==> src/rtl/capture_if.sv <==
// Capture handshake bundle between cmd_cfg / trigger logic / decimator and
// the capture unit. The master side drives sample strobes and configuration,
// the slave side (capture_unit) returns RAM write control and status.
interface capture_if #(
    parameter int LOG2 = 9
);
    logic            wrt_smpl;
    logic            run;
    logic            capture_done;
    logic            triggered;
    logic [LOG2-1:0] trig_pos;
    logic            we;
    logic [LOG2-1:0] waddr;
    logic            set_capture_done;
    logic            armed;

    modport master (
        output wrt_smpl, run, capture_done, triggered, trig_pos,
        input  we, waddr, set_capture_done, armed
    );

    modport slave (
        input  wrt_smpl, run, capture_done, triggered, trig_pos,
        output we, waddr, set_capture_done, armed
    );
endinterface

==> src/rtl/capture_unit.sv <==
// Capture controller for the RAMqueue channels: writes decimated samples into
// a circular buffer, arms once the pre-trigger region is full, and stops
// trig_pos samples after the trigger, leaving waddr on the oldest sample.
module capture_unit #(
    parameter int ENTRIES = 384,
    parameter int LOG2    = 9
) (
    input logic       clk,
    input logic       rst_n,
    capture_if.slave  bus
);

    typedef enum logic [1:0] {
        IDLE = 2'd0,
        WRT  = 2'd1,
        DONE = 2'd2
    } state_t;

    localparam logic [LOG2:0]   DEPTH    = (LOG2+1)'(ENTRIES);
    localparam logic [LOG2-1:0] LAST     = LOG2'(ENTRIES - 1);
    localparam logic [LOG2:0]   CNT_ONE  = (LOG2+1)'(1);
    localparam logic [LOG2-1:0] ADDR_ONE = LOG2'(1);

    state_t          state;
    logic [LOG2-1:0] waddr_q;
    logic [LOG2:0]   smpl_cnt;
    logic [LOG2-1:0] trig_cnt;
    logic            armed_q;

    logic            done_hit;
    logic            write;
    logic [LOG2:0]   fill_sum;

    // Done check and write strobe; done has priority so trig_pos=0 writes nothing after the trigger.
    always_comb begin
        // NOTE: every always_comb output gets a default first so no latch can be inferred.
        done_hit = 1'b0;
        write    = 1'b0;
        fill_sum = smpl_cnt + {1'b0, bus.trig_pos};
        if (state == WRT) begin
            done_hit = bus.triggered && (trig_cnt == bus.trig_pos);
            write    = bus.wrt_smpl && !done_hit;
        end
    end

    assign bus.we               = write;
    assign bus.set_capture_done = done_hit;
    assign bus.waddr            = waddr_q;
    assign bus.armed            = armed_q;

    // Capture FSM with write pointer, sample/trigger counters and armed flag.
    // NOTE: sequential state uses non-blocking assignments so every register samples pre-edge values.
    always_ff @(posedge clk or negedge rst_n) begin
        if (!rst_n) begin
            state    <= IDLE;
            waddr_q  <= '0;
            smpl_cnt <= '0;
            trig_cnt <= '0;
            armed_q  <= 1'b0;
        end else begin
            case (state)
                IDLE: begin
                    // waddr holds so a dump after capture starts at the oldest sample
                    if (bus.run && !bus.capture_done) begin
                        state    <= WRT;
                        smpl_cnt <= '0;
                        trig_cnt <= '0;
                    end
                end

                WRT: begin
                    if (write) begin
                        waddr_q <= (waddr_q == LAST) ? '0 : waddr_q + ADDR_ONE;
                        if (smpl_cnt != DEPTH) begin
                            smpl_cnt <= smpl_cnt + CNT_ONE;
                        end
                        if (bus.triggered) begin
                            trig_cnt <= trig_cnt + ADDR_ONE;
                        end
                    end

                    if (done_hit) begin
                        state   <= DONE;
                        armed_q <= 1'b0;
                    end else if (!bus.run) begin
                        // abort: no set_capture_done, pointer kept
                        state   <= IDLE;
                        armed_q <= 1'b0;
                    end else begin
                        armed_q <= (fill_sum >= DEPTH);
                    end
                end

                DONE: begin
                    // host clears capture_done after reading the dump
                    if (!bus.capture_done) begin
                        state <= IDLE;
                    end
                end

                default: state <= IDLE;
            endcase
        end
    end

endmodule

==> src/flat_wrapper.sv <==
// flat-port wrapper written by rule: the top's interface ports become plain ports
module capture_unit_flat 
#(
    parameter int ENTRIES = 384,
    parameter int LOG2    = 9
)
  (clk, rst_n, bus_wrt_smpl, bus_run, bus_capture_done, bus_triggered, bus_trig_pos, bus_we, bus_waddr, bus_set_capture_done, bus_armed);
  capture_if #(.LOG2(LOG2)) bus_i ();
  input logic clk;
  input logic rst_n;
  input wire logic [$bits(bus_i.wrt_smpl)-1:0] bus_wrt_smpl;
  input wire logic [$bits(bus_i.run)-1:0] bus_run;
  input wire logic [$bits(bus_i.capture_done)-1:0] bus_capture_done;
  input wire logic [$bits(bus_i.triggered)-1:0] bus_triggered;
  input wire logic [$bits(bus_i.trig_pos)-1:0] bus_trig_pos;
  output wire logic [$bits(bus_i.we)-1:0] bus_we;
  output wire logic [$bits(bus_i.waddr)-1:0] bus_waddr;
  output wire logic [$bits(bus_i.set_capture_done)-1:0] bus_set_capture_done;
  output wire logic [$bits(bus_i.armed)-1:0] bus_armed;
  assign bus_i.wrt_smpl = bus_wrt_smpl;
  assign bus_i.run = bus_run;
  assign bus_i.capture_done = bus_capture_done;
  assign bus_i.triggered = bus_triggered;
  assign bus_i.trig_pos = bus_trig_pos;
  assign bus_we = bus_i.we;
  assign bus_waddr = bus_i.waddr;
  assign bus_set_capture_done = bus_i.set_capture_done;
  assign bus_armed = bus_i.armed;
  capture_unit #(.ENTRIES(ENTRIES), .LOG2(LOG2)) u_core (.clk(clk), .rst_n(rst_n), .bus(bus_i));
endmodule
==> config.mk <==
export PLATFORM = sky130hd
export DESIGN_NAME = capture_unit_flat
export DESIGN_NICKNAME = d
export VERILOG_FILES = /design/src/rtl/capture_if.sv /design/src/rtl/capture_unit.sv /design/src/flat_wrapper.sv
export SDC_FILE = /design/constraint.sdc
export NUM_CORES = 1
export LEC_CHECK = 0
export CORE_UTILIZATION = 49
export CTS_CLUSTER_DIAMETER = 150
export DETAILED_ROUTE_END_ITERATION = 10
export PLACE_DENSITY = 0.68
export RECOVER_POWER = 25
export SYNTH_ARGS = -nofsm -noshare
export SYNTH_HDL_FRONTEND = slang
export SYNTH_SLANG_ARGS = --single-unit
==> constraint.sdc <==
create_clock -name clk -period 2.2 [get_ports clk]
set_input_delay 0.33 -clock clk [delete_from_list [all_inputs] [get_ports clk]]
set_output_delay 0.33 -clock clk [all_outputs]
set_load 0.03 [all_outputs]
==> metrics.yaml, run 1 <==
timing.final.ws_setup_ns: 0.05659
crit_slowest_cell: "dfrtp_1"
min_from: "u_core.bus.armed$_DFFE_PN0P_"
critPathMaxFanout: 2
synth-seq-area-share_pct: 36.90
fp.dieW_microns: 67.50
cpPeakStageDelay_ns: 0.41
fin_skew_ns: 0.004167
grt_max_degree: 32
final_util_pct: 71.23
fin_hold_ws_ns: 0.5004
area_growth_pct: 37.50
start_util_pct: 51.80
antenna_cells: 0
vias: 1961
r2r_cells: 8
cp_top_family: "simple AND/OR/NAND/NOR gates"
leakagePower_uw: 0.001330
hold_path_end: "u_core.bus.armed$_DFFE_PN0P_"
drt_iter0_drc: 80
num-nets-final: 333
fin_tns_setup_ns: 0
drive_above_1_share_pct: 24.34
core_sq_um: 4058
ant_nets: 0
root_buffer: "clkbuf_8"
worstSetupEndpointType: "output pin"
setup_viol: 0
period_needed_ns: 2.143
clk_pin_slew_ns: 0.06
crit_arrival_ns: 1.81
clk_path_buf_depth: 2
crit_buf_inv: 2
postCtsHoldBufs: 0
worst-setup-path-type: "reg2out"
r2r_slack_ns: 0.09
hp-class: "reg2reg"
clock_latency_ns: 0.28
status: "finished, final reports clean"
cp.required_ns: 1.87
netlist_area_sq_um: 2102
io_pins: 27
place_congestion: 0.8552
cts_max_level: 2
r2r_start: "u_core.smpl_cnt[1]$_DFFE_PN0P_"
grt_overflow: 0
clock-sinks: 31
drc: 0
antenna_found_initial: 0
cts-buffers-inserted: 5
hold_depth: 2
clock.fmax_ghz: 0.4665
wl_per_cell_microns: 14.61
synth.net_count: 257
worst_pin_slew_ns: 0.7858
die_h_microns: 67.50
grt_pass1_vias: 1810
hold_violations: 0
tritoncts: "yes"
synth_area_per_cell_sq_um: 9.219
relSlewSlack_pct: 47.61
power.density_nw_per_um2: 589.9
yosysWarnings: 0
dieArea_sq_um: 4556
drv_slew: 0
placementRows: 23
synth_cells: 228
grt.total_usage_pct: 25.54
place_ws_ns: -0.4678
dr.pass1.iters: 4
async_reset_ff_share_pct: 100.0
grt_pass1_wl_microns: 8411
fin_crit_sh_pct: 97.43
ys_ff_latch: 31
path_cells: "xnor2_1 -> nand4_1 -> or3_4 -> buf_4 -> nor2_4 -> buf_6"
dp_hpwl_microns: 3793
io_buffer_count: 26
worst_ir_drop_vdd_uv: 513.5
synthFlopType: "dfrtp_1"
ys_types: 49
synth_edf_count: 0
r2r_end: "u_core.smpl_cnt[7]$_DFFE_PN0P_"
crit_path_start_kind: "register"
maxCapViolations: 0
wirelength_microns: 5171
viasPerCell: 5.540
==> where the power goes <==
part	leakage (uW)	switching, uW	internal, uW
Clock	0.0000470	204	245
Sequential	0.000421	88.6	633
Combinational	0.000862	282	253
==> how the worst max path moves through the flow <==
stage / startpoint / end / slack (ns) / cells past startpoint
after detailed placement: bus_trig_pos[6] / bus_we / -0.47 / 7
after global placement: bus_trig_pos[4] / bus_we / -0.43 / 7
after floorplan: u_core.trig_cnt[6]$_DFFE_PN0P_ / u_core.bus.waddr[7]$_DFFE_PN0P_ / 0.21 / 7
after global routing: u_core.trig_cnt[4]$_DFFE_PN0P_ / bus_set_capture_done / -0.06 / 6
after CTS: bus_trig_pos[6] / bus_set_capture_done / 0.004 / 7
final: u_core.trig_cnt[4]$_DFFE_PN0P_ / bus_set_capture_done / 0.06 / 6
==> sequential cells by signal (all words and copies together), names as in the netlist <==
| name | cells |
|---|---|
| u_core.bus.waddr | 9 |
| u_core.trig_cnt | 9 |
| u_core.bus.armed | 1 |
| u_core.state | 2 |
| u_core.smpl_cnt | 10 |
==> timing repair <==
action | in CTS | in global routing
endpoints found under the setup margin | 3 | 7
buffers inserted | 1 | 2
gates cloned | 0 | 0
resized for setup | 15 | 11
pin swaps | 3 | 10
==> logic make-up after synthesis <==
kind of cell	Yosys count	share of synthesized area, %
compound gates	42	15.06
xor+xnor	23	9.584
fa+ha+maj	14	8.691
buf+inv	13	2.619
flops	31	36.90
mux	6	3.095
simple gates	99	24.05
==> per-stage QoR <==
stage | std cells | instance area, sq um | power [uW]
after floorplan | 228 | 2102 | 1003
after global placement | 344 | 2731 | 1246
after detailed placement | 344 | 2731 | 1253
after CTS | 352 | 2839 | 1718
after global routing | 354 | 2890 | 1821
final | 354 | 2890 | 1705
==> final cells by class <==
cell class                 instances  area [sq um]
clock buffer                       6         82.58
clock inverter                     1         5.005
fill                             319          1167
inverter                           9         33.78
multi-input combinational        184          1315
sequential                        31         777.0
tap                               50         62.56
timing repair buffer              73         614.3
==> per-layer routing <==
layer	part of all wire, %	GRT usage (%)	vias up
met5	0	0	-
met4	1.6	9.309	0
met3	6.3	7.601	9
met2	47	40.22	55
met1	45	32.84	925
li1	-	-	972
==> Yosys cell counts (2+ instances only) <==
| cell type | count | area, sq um |
|---|---|---|
| a2111oi_2 | 2 | 30.03 |
| a211oi_1 | 6 | 45.04 |
| a21o_1 | 2 | 15.01 |
| a21oi_1 | 8 | 40.04 |
| a22o_1 | 2 | 17.52 |
| and2_1 | 2 | 12.51 |
| and3_1 | 2 | 12.51 |
| buf_2 | 2 | 10.01 |
| dfrtp_1 | 31 | 775.7 |
| ha_1 | 13 | 162.7 |
| inv_1 | 9 | 33.78 |
| mux2_2 | 4 | 45.04 |
| mux2i_1 | 2 | 20.02 |
| nand2_1 | 24 | 90.09 |
| nand2b_1 | 5 | 31.28 |
| nand3_1 | 12 | 60.06 |
| nand3b_1 | 2 | 15.01 |
| nand4_1 | 6 | 37.54 |
| nor2_1 | 25 | 93.84 |
| nor2b_1 | 3 | 18.77 |
| nor3_1 | 4 | 20.02 |
| nor3b_1 | 3 | 22.52 |
| nor4_1 | 3 | 18.77 |
| o211ai_1 | 2 | 15.01 |
| o21a_1 | 2 | 15.01 |
| o21ai_0 | 6 | 30.03 |
| o31ai_1 | 2 | 15.01 |
| or3_1 | 2 | 12.51 |
| xnor2_1 | 21 | 183.9 |
| xor2_1 | 2 | 17.52 |
==> placed cells by master (no fill, tap or decap), types with 5 or more instances in the layout <==
cell type / n
buf_4: 46
dfrtp_1: 30
nand2_1: 24
nor2_1: 24
xnor2_1: 19
clkdlybuf4s50_1: 14
nand3_1: 12
ha_1: 12
inv_1: 9
nand4_1: 6
a211oi_1: 6
a21oi_1: 6
o21ai_0: 6
clkbuf_8: 6
nand2b_1: 5
dlymetal6s2s_1: 5
==> worst register-to-register path: stages (launching register included) <==
cell and delay [ns]:
dfrtp_1 0.45, inv_1 0.13, ha_1 0.22, nor4bb_1 0.16
a41o_1 0.26, a2111oi_2 0.44, buf_4 0.18, xnor2_1 0.10
nor2_1 0.05
No activity file was read; power rests on OpenSTA's default activity.
==> inputs of run 2 (changes only) <==
Settings changed: DONT_BUFFER_PORTS from default to 1, PLACE_DENSITY 0.68 to 0.6.
==> metrics.yaml, run 2 (synthesis results as in run 1) <==
status: "finished, final reports clean"
cts-buffers-inserted: 5
power.share.sequential_pct: 41.4
dieArea_sq_um: 4556
largest_register: "u_core.smpl_cnt"
drc: 0
root_buffer: "clkbuf_8"
p_sw_uw: 560.8
fp.dieW_microns: 67.50
wl_per_cell_microns: 16.59
rsz0062_at_grt: "true"
combPwrFrac_pct: 26.7
start_util_pct: 51.80
drv_slew: 0
grt_max_degree: 32
cp.required_ns: 1.87
power_uw: 1706
maxCapViolations: 0
ant_nets: 0
setup_viol: 0
dp_hpwl_microns: 3819
critPathMaxFanout: 4
grt_pass1_wl_microns: 8535
worst_ir_drop_vdd_uv: 396.2
grt.total_usage_pct: 25.79
crit_slowest_cell: "dfrtp_1"
vias: 1777
clk_pin_slew_ns: 0.06
clkPwrFrac_pct: 31.8
hp-class: "in2reg"
hold_violations: 0
cpPeakStageDelay_ns: 0.44
num-nets-final: 283
core_sq_um: 4058
worstSetupEndpointType: "output pin"
drt_iter0_drc: 80
most-common-layout-cells: "dfrtp_1 (29), nand2_1 (24), nor2_1 (24)"
power.density_nw_per_um2: 692.7
dr.pass1.iters: 4
crit_arrival_ns: 1.84
worst_pin_slew_ns: 1.401
largest_reg_flops: 10
area_growth_pct: 17.14
wirelength_microns: 5044
path_cells: "xnor2_1 -> nand4_1 -> or3_4 -> nand3_1 -> inv_1 -> buf_4"
placementRows: 23
crit_path_start_kind: "register"
relSlewSlack_pct: 6.440
clock.fmax_ghz: 0.4605
drive_above_1_share_pct: 16.54
tritoncts: "yes"
place_congestion: 0.9464
grt_overflow: 0
clk_path_buf_depth: 2
leakagePower_uw: 0.001063
viasPerCell: 5.845
io_pins: 27
swShare_pct: 32.88
period_needed_ns: 2.172
die_h_microns: 67.50
final_util_pct: 60.68
cts_max_level: 2
fin_crit_sh_pct: 98.72
io_buffer_count: 0
antenna_found_initial: 0
internal_power_uw: 1145
clock_latency_ns: 0.28
grt_pass1_vias: 1825
layout_commonest_cell: "dfrtp_1"
worst-setup-path-type: "reg2out"
antenna_cells: 0
fin_skew_ns: 0.002693
clock-sinks: 31
==> run 2: path summary, 6_finish.rpt <==
kind	slack (ns)	endpoint	cells after the start	startpoint
max	0.03	bus_we	6	u_core.trig_cnt[3]$_DFFE_PN0P_
min	0.20	u_core.state[1]$_DFFE_PN0P_	2	bus_capture_done
max reg2reg	0.10	u_core.bus.armed$_DFFE_PN0P_	7	u_core.smpl_cnt[6]$_DFFE_PN0P_
min reg2reg	0.59	u_core.trig_cnt[8]$_DFFE_PN0P_	2	u_core.trig_cnt[8]$_DFFE_PN0P_
max in group asynchronous	0.32	u_core.smpl_cnt[0]$_DFFE_PN0P_	2	rst_n
min in group asynchronous	0.95	u_core.bus.armed$_DFFE_PN0P_	2	rst_n
==> run 2: stage by stage <==
stage	setup WS, ns	setup TNS, ns	instances	hold WS (ns)	cell area (sq um)
after global placement	0.1848	0	291	0.03503	2271
after CTS	0.01233	0	301	0.1819	2411
after global routing	-0.1280	-0.3227	304	0.1917	2462
final	0.02826	0	304	0.1985	2462
after floorplan	0.2121	0	228	0.03441	2102
after detailed placement	0.06619	0	291	0.03506	2271
==> run 2: repair_timing <==
item,in CTS,in global routing
setup buffers,1,3
endpoints found under the setup margin,2,4
pin swaps,1,2
resized for setup,0,8
hold endpoints to repair,31,0
hold buffers,2,0
==> run 2: final cells by class <==
| cell class | instances | area (sq um) |
|---|---|---|
| Sequential cell | 31 | 778.2 |
| Clock buffer | 6 | 72.57 |
| Clock inverter | 1 | 30.03 |
| Tap cell | 50 | 62.56 |
| Timing Repair Buffer | 23 | 180.2 |
| Fill cell | 346 | 1595 |
| Inverter | 9 | 33.78 |
| Multi-Input combinational cell | 184 | 1305 |
==> run 2: power by group through the flow <==
stage          logic, uW  clock network [uW]  registers (uW)
2_1_floorplan        212                   0             791
3_3_place_gp         417                   0             710
3_5_place_dp         430                   0             715
4_1_cts              455                 555             704
5_1_grt              504                 585             716
6_report             456                 543             707
==> run 2: per-layer routing <==
metal / vias up / global-route usage (%) / routed length [microns]
met3: 12 / 7.432 / 266
met1: 859 / 30.86 / 2154
li1: 871 / - / -
met4: 0 / 12.23 / 113
met5: - / 0 / 0
met2: 35 / 42.20 / 2509
==> run 2: critical path: cells and delay by family (launching register included) <==
kind                   cells  cell delay [ns]
XOR/XNOR                   1             0.15
buffers and inverters      2             0.25
flip-flops                 1             0.44
AND/OR/NAND/NOR            3             0.72
==> inputs of run 3 (changes only) <==
Settings changed: CELL_PAD_IN_SITES_DETAIL_PLACEMENT from default to 1, CELL_PAD_IN_SITES_GLOBAL_PLACEMENT from default to 1, CORE_UTILIZATION 49 to 48, PLACE_DENSITY 0.6 to 0.74.
==> metrics.yaml, run 3 (synthesis results as in run 1) <==
die_h_microns: 68.18
ant_nets: 0
area_growth_pct: 20.42
worst_pin_slew_ns: 0.7946
fin_tns_setup_ns: -0.01470
vias: 1925
grt_max_degree: 32
layout_commonest_cell: "buf_4"
worstSetupEndpointType: "output pin"
hold_path_end: "u_core.state[1]$_DFFE_PN0P_"
fin_skew_ns: 0.01571
timing.final.ws_setup_ns: -0.01470
most-common-layout-cells: "buf_4 (28), dfrtp_1 (27), nor2_1 (25)"
dieArea_sq_um: 4648
clock.fmax_ghz: 0.4515
grt_pass1_wl_microns: 9777
dr.pass1.iters: 4
r2r_slack_ns: 0.06
hold_depth: 2
relSlewSlack_pct: 47.02
critPathMaxFanout: 4
fp.dieW_microns: 68.18
largest_register: "u_core.smpl_cnt"
place_congestion: 0.8195
worst_ir_drop_vdd_uv: 470.9
violations: "negative setup slack"
io_pins: 27
drc: 0
drt_iter0_drc: 60
maxCapViolations: 0
grt.total_usage_pct: 29.62
stdcell_count: 312
grt_overflow: 0
cp.required_ns: 1.87
setup_viol: 1
clk_path_buf_depth: 2
placementRows: 23
path_cells: "xnor2_1 -> nand4_1 -> or3_4 -> nand3_1 -> inv_1 -> buf_4"
wirelength_microns: 6575
viasPerCell: 6.170
antenna_found_initial: 0
power.density_nw_per_um2: 725.0
crit_slowest_cell: "dfrtp_2"
leakagePower_uw: 0.001103
rsz0062_at_grt: "true"
r2r_start: "u_core.smpl_cnt[1]$_DFFE_PN0P_"
largest_reg_flops: 10
cts_max_level: 2
core_sq_um: 4115
hold_violations: 0
drv_slew: 0
tritoncts: "yes"
r2r_end: "u_core.smpl_cnt[5]$_DFFE_PN0P_"
num-nets-final: 290
cpPeakStageDelay_ns: 0.43
worst-setup-path-type: "reg2out"
clk_pin_slew_ns: 0.08
io_buffer_count: 0
dpl-instance-area_sq_um: 2271
clock_latency_ns: 0.30
crit_path_start_kind: "register"
status: "complete, but fails checks"
fin_crit_sh_pct: 100.7
dp.cells: 291
stdcell_area_sq_um: 2531
cts-buffers-inserted: 5
root_buffer: "clkbuf_8"
crit_arrival_ns: 1.88
start_util_pct: 51.08
r2r_cells: 8
dp_hpwl_microns: 4583
min_from: "bus_capture_done"
final_util_pct: 61.51
drive_above_1_share_pct: 20.99
clock-sinks: 31
antenna_cells: 0
crit_buf_inv: 2
power_uw: 1835
hp-class: "in2reg"
cp_top_family: "simple AND/OR/NAND/NOR gates"
grt_pass1_vias: 1993
wl_per_cell_microns: 21.07
period_needed_ns: 2.215
-- run 3: changes by cell type in the layout (fill, tap and decap cells not counted), sizes merged --
cell          before  now
clkbuf             6    7
buf               21   28
clkinv             0    1
dlymetal6s2s       1    0
-- run 3: layout make-up --
cell class              count  area (sq um)
inverters                   9         33.78
clock buffers               6         82.58
fillers                   471          1584
multi-input cells         184          1311
well taps                  50         62.56
clock inverters             2         35.03
repair buffers             30         225.2
flip-flops and latches     31         780.7
-- run 3: through the flow --
stage	hold WS [ns]	setup slack, ns
after global placement	0.03508	0.1880
after floorplan	0.03441	0.2121
after global routing	0.1813	-0.04107
after detailed placement	0.03504	0.1007
after CTS	0.1729	0.03808
final	0.1646	-0.01470
-- run 3: how the worst max path moves through the flow --
stage,from,endpoint,slack [ns],depth (start not counted)
after CTS,u_core.trig_cnt[7]$_DFFE_PN0P_,bus_we,0.04,6
after floorplan,u_core.trig_cnt[6]$_DFFE_PN0P_,u_core.bus.waddr[7]$_DFFE_PN0P_,0.21,7
after global routing,u_core.trig_cnt[7]$_DFFE_PN0P_,bus_we,-0.04,6
final,u_core.trig_cnt[0]$_DFFE_PN0P_,bus_we,-0.01,6
after detailed placement,u_core.smpl_cnt[1]$_DFFE_PN0P_,u_core.smpl_cnt[9]$_DFFE_PN0P_,0.10,7
after global placement,u_core.smpl_cnt[1]$_DFFE_PN0P_,u_core.smpl_cnt[9]$_DFFE_PN0P_,0.19,7
-- run 3: repair_timing --
item | CTS | global route
buffers inserted | 2 | 9
gates resized for setup | 2 | 8
hold buffers | 2 | 0
hold endpoints to repair | 31 | 0
setup endpoints to repair | 1 | 7
pin swaps | 2 | 3
-- run 3: worst register-to-register path, delay by kind of cell (launching register included) --
family / cells / cell delay, ns
AO/OA/AOI/OAI: 2 / 0.70
XOR/XNOR: 1 / 0.16
adder cells (fa/ha/maj): 1 / 0.18
buffers and inverters: 1 / 0.12
flip-flops: 1 / 0.47
AND/OR/NAND/NOR: 3 / 0.41
-- run 3: report_power, final --
part           switching, uW  internal, uW  total [uW]
Sequential              72.7           631         704
Clock                    248           367         615
Combinational            315           201         516
-- run 3: layer usage --
metal | part of all wire [%] | GRT usage, %
met5 | 0 | 0
met1 | 41 | 33.02
met3 | 5.1 | 8.500
met2 | 52 | 53.92
met4 | 2.2 | 8.594
